[config.mk]
export PLATFORM = sky130hd
export DESIGN_NAME = lm_sm_sequencer
export DESIGN_NICKNAME = d
export VERILOG_FILES = /design/src/rtl/lm_sm_sequencer_pkg.sv /design/src/rtl/lm_sm_sequencer_pri_enc_8to3.sv /design/src/rtl/lm_sm_sequencer.sv
export SDC_FILE = /design/constraint.sdc
export NUM_CORES = 1
export LEC_CHECK = 0
export ABC_CLOCK_PERIOD_IN_PS = 5300
export BUFFER_PORTS_ARGS = -buffer_cell sky130_fd_sc_hd__buf_2
export CELL_PAD_IN_SITES_DETAIL_PLACEMENT = 2
export CELL_PAD_IN_SITES_GLOBAL_PLACEMENT = 2
export CORE_ASPECT_RATIO = 1.25
export CORE_MARGIN = 3
export CORE_UTILIZATION = 32
export CTS_BUF_LIST = sky130_fd_sc_hd__clkbuf_2 sky130_fd_sc_hd__clkbuf_4 sky130_fd_sc_hd__clkbuf_8
export CTS_CLUSTER_SIZE = 14
export DETAILED_ROUTE_END_ITERATION = 7
export PLACE_DENSITY = 0.95
export SYNTH_ARGS = -nofsm -noshare
export SYNTH_HDL_FRONTEND = slang
export SYNTH_SLANG_ARGS = --single-unit
[constraint.sdc]
create_clock -name clk -period 5.3 [get_ports clk]
set_input_delay 0 -clock clk [delete_from_list [all_inputs] [get_ports clk]]
set_output_delay 0 -clock clk [all_outputs]
set_load 0.02 [all_outputs]
[src/rtl/lm_sm_sequencer_pkg.sv]
// Shared types and sizes for the LM/SM multi-register transfer sequencer.
package lm_sm_sequencer_pkg;
  localparam int WORD_W    = 16;
  localparam int NUM_REGS  = 8;
  localparam int REG_IDX_W = 3;

  typedef enum logic {
    IDLE = 1'b0,
    XFER = 1'b1
  } state_e;
endpackage

[src/rtl/lm_sm_sequencer_pri_enc_8to3.sv]
// Lowest-set-bit priority encoder: idx points at the lowest set bit of in_vec.
module pri_enc_8to3
  import lm_sm_sequencer_pkg::*;
(
  input  logic [NUM_REGS-1:0]  in_vec,
  output logic [REG_IDX_W-1:0] idx,
  output logic                 any
);
  always_comb begin
    idx = '0;
    any = |in_vec;
    // Scan high to low so the lowest set bit is the last one written.
    for (int i = NUM_REGS - 1; i >= 0; i--) begin
      if (in_vec[i]) idx = i[REG_IDX_W-1:0];
    end
  end
endmodule

[src/rtl/lm_sm_sequencer.sv]
// LM/SM sequencer: walks the register mask in ascending order, one register
// per cycle, issuing consecutive word addresses starting at base_addr.
module lm_sm_sequencer
  import lm_sm_sequencer_pkg::*;
(
  input  logic                 clk,
  input  logic                 rst_n,
  input  logic                 start,
  input  logic                 is_store,
  input  logic [NUM_REGS-1:0]  mask,
  input  logic [WORD_W-1:0]    base_addr,
  input  logic                 hold,
  input  logic                 flush,
  output logic [REG_IDX_W-1:0] reg_sel,
  output logic [WORD_W-1:0]    mem_addr,
  output logic                 valid,
  output logic                 rf_we,
  output logic                 mem_we,
  output logic                 busy,
  output logic                 stall_req,
  output logic                 done
);
  state_e              state_q, state_d;
  logic [NUM_REGS-1:0] rem_mask_q, rem_mask_d;
  logic [WORD_W-1:0]   addr_q, addr_d;
  logic                st_q, st_d;

  logic [REG_IDX_W-1:0] enc_idx;
  logic                 enc_any;
  logic                 multi;

  pri_enc_8to3 u_pri_enc (
    .in_vec (rem_mask_q),
    .idx    (enc_idx),
    .any    (enc_any)
  );

  always_comb begin
    // x & (x-1) is nonzero exactly when two or more bits remain.
    multi     = |(rem_mask_q & (rem_mask_q - NUM_REGS'(1)));
    busy      = (state_q == XFER);
    valid     = busy & enc_any & ~hold & ~flush;
    done      = busy & ~multi & ~hold & ~flush;
    rf_we     = valid & ~st_q;
    mem_we    = valid & st_q;
    stall_req = busy & ~done;
    reg_sel   = busy ? enc_idx : '0;
    mem_addr  = addr_q;
  end

  always_comb begin
    state_d    = state_q;
    rem_mask_d = rem_mask_q;
    addr_d     = addr_q;
    st_d       = st_q;
    if (flush) begin
      state_d    = IDLE;
      rem_mask_d = '0;
    end else begin
      case (state_q)
        IDLE: begin
          if (start) begin
            state_d    = XFER;
            rem_mask_d = mask;
            addr_d     = base_addr;
            st_d       = is_store;
          end
        end
        XFER: begin
          if (valid) begin
            rem_mask_d = rem_mask_q & ~(NUM_REGS'(1) << enc_idx);
            addr_d     = addr_q + WORD_W'(1);
          end
          if (done) state_d = IDLE;
        end
        default: state_d = IDLE;
      endcase
    end
  end

  always_ff @(posedge clk or negedge rst_n) begin
    if (!rst_n) begin
      state_q    <= IDLE;
      rem_mask_q <= '0;
      addr_q     <= '0;
      st_q       <= 1'b0;
    end else begin
      state_q    <= state_d;
      rem_mask_q <= rem_mask_d;
      addr_q     <= addr_d;
      st_q       <= st_d;
    end
  end
endmodule

==> run metrics <==
Setup CP Type=flop to output port; synth top area cells=dfrtp_1 38%, nand2_1 7.3%, o21ai_0 4.4%; Slew HR=a little under a third; max frequency=approximately 0.30 GHz; DRC viols=0; CP Cell Sequence=clkinv_1, nor3_1, nand3_1, nor3_1, nor2_1, buf_2; Initial Utilization=about a third; flops & latches, synth=26; pwr/cell area=351 nW/um2; MaxCap Viol Count=0; worst skew pair latency=0.27 ns; Syn Area/Cell=8.50 um2; crit path time final=roughly 3.3 ns; Worst path top cell family by delay=simple AND/OR/NAND/NOR gates; Syn-to-layout area delta=32.3%; Post-synth EDFFs=0; cell mode on critical path=nor3_1; Core Util, Final=between 40% and 50%; largest net degree at the start of global routing=27; nets=298; Lkg Pwr=0.997 nW; average wire per standard cell=22.7 um; share of synthesized registers carrying an async set or reset=100%; Post-CTS Setup Bufs=0; Worst Max-Slew Pin Slew=just over 1 ns; Unique masters post-synth=58; Placer Congestion=between 0.8 and 0.9; IO Count=55; syn nets=231; Primary FF master, synth=dfrtp_1; Routed WL=around 7500 um; Hold Fails Final Rpt=0; total power draw=between 0.7 and 0.8 mW; total gr overflow=0; post-cts resize count=0; Syn Std Cell Area=1700 um2; Clock Tree Root=clkbuf_8; post-route setup slack=around 2.0 ns; Final Max Slew Viols=0; Synth Instances=200; max incr delay on CP=a little over 0.9 ns; status=finished clean; yosys warns=0; clock buffer depth=2; final setup fails=0; Crit. End Element=output port; # rows=29; CP Buf/Inv Count=2; CTS tree=done; Cell Count Post-Placement=~310; DR pass1 iterations=4; first-pass GRT wire length=about 12000 um; Worst EP arrival=3.30 ns; remaining antenna violation count=0; RSZ-0062 raised after global routing=no; fillcell total=between 500 and 600; Vert. Die Dim=~90 um; Via Count=1991; startpoint types=flop; Synth top area share=38.3%; iteration-0 DRC count of the detailed router=between 150 and 200; VDD IR max=around 0.17 mV; die area=about 6200 um2; port buffer count=54; initial antenna violation count=0; Global Route Usage Sum=between 20 and 25%; Vias/cell=between 6 and 7; Hold Crit Class=primary input to flop; cell taking the most area after synthesis=dfrtp_1; sequential share of the synthesized area=a little under two fifths; fin crit share=approximately 62%; number of buffers created by CTS=3; share of layout cells above drive strength 1=26.3%; Crit Path Max Fanout=24; H-tree levels=1; Setup TNS=0 ns; final std cells w/o fill=roughly 330; Place WS=2.41 ns; required time worst endpoint=5.30 ns; Crit-path slowest cell=dfrtp_1; Core Box Area=about 5000 um2; Diodes inserted=0; Worst Skew=between 0.006 and 0.007 ns; clk sinks=26; vias in the first global route=2077; DP Wirelength=~4600 um; Reg clk slew, reported paths=approximately 0.1 ns; Die Span X=just over 70 um
area by class of cell:
| class | count | area [um2] | share of cell area (%) |
|---|---|---|---|
| Multi-Input combinational cell | 157 | 967 | 43.0 |
| Sequential cell | 26 | 651 | 28.9 |
| Timing Repair Buffer | 73 | 460 | 20.5 |
| Tap cell | 62 | 77.6 | 3.45 |
| Clock buffer | 3 | 41.3 | 1.84 |
| Clock inverter | 1 | 30.0 | 1.33 |
| Inverter | 6 | 22.5 | 1.00 |
registers in the layout, indices dropped and copies added, names as in the netlist:
signal      cells
mem_addr       16
rem_mask_q      8
busy            1
st_q            1
synthesized netlist by cell type, types with 4 or more instances:
cell type,instances
nand2_1,33
dfrtp_1,26
o21ai_0,15
nor2_1,14
a21oi_1,10
nand3_1,10
nor3_1,8
clkbuf_1,5
a22oi_1,4
inv_1,4
through the flow:
step | instance area [um2] | hold slack, ns
6_report | 2250 | 0.00974
5_1_grt | 2250 | 0.0325
4_1_cts | 2250 | 0.00452
3_5_place_dp | 1990 | 0.0596
3_3_place_gp | 1990 | 0.0514
2_1_floorplan | 1700 | -0.296
report_power, final:
| part | internal, mW | total (mW) | switching, mW | leakage [nW] |
|---|---|---|---|---|
| registers | 0.240 | 0.325 | 0.0851 | 0.318 |
| clock network | 0.101 | 0.171 | 0.0701 | 0.0357 |
| logic | 0.114 | 0.295 | 0.181 | 0.644 |
worst reg2reg max path, cell delays in order, from the launching register on:
cell      delay (ns)
dfrtp_1         0.91
clkinv_1        0.81
a211oi_1        0.55
a211oi_2        0.18
a32o_1          0.28
a31o_2          0.22
timing repair:
action / CTS / global route
hold endpoints to repair: 44 / 0
endpoints found under the setup margin: 0 / 0
hold buffers: 19 / 0
cells in the final DEF, fill, tap and decap left out, types with 3 or more instances in the layout:
master and n:
nand3_1 10, a221oi_1 3, nand2_1 33, and4_1 3, clkbuf_8 3, nor3_1 8, and2_1 3, nor2_1 14
dlygate4sd3_1 19, a22oi_1 4, nand4_1 3, a21oi_1 10, buf_2 54, o41ai_1 3, dfrtp_1 26, inv_1 4
o21ai_0 15
per-layer routing:
layer  vias to the layer above  global-route usage [%]  routed length [um]
met5                         -                       0                   0
met4                         0                    7.18                 140
met3                        12                    1.96                 344
met2                        76                    41.8                3930
met1                      1014                    31.7                3040
li1                        889                       -                   -
logic make-up after synthesis:
logic type / Yosys count / synth area share (%)
AOI/OAI and AO/OA: 65 / 27.7
adders and majority gates: 1 / 0.736
buffers and inverters: 17 / 4.86
DFF: 26 / 38.3
muxes: 3 / 1.84
and+or+nand+nor: 88 / 26.6
final timing paths:
check                                  start       endpoint  slack, ns  cells past startpoint
max in group asynchronous              rst_n   mem_addr[15]       4.58                      2
worst min register to register          st_q           st_q       0.51                      2
worst max-delay path                    busy      stall_req       2.00                      6
min in group asynchronous              rst_n   mem_addr[10]       0.29                      2
worst max register to register          busy  rem_mask_q[7]       2.25                      5
worst min-delay path            base_addr[9]    mem_addr[9]       0.01                      3
Note: power is estimated with default switching activity, not from simulation.
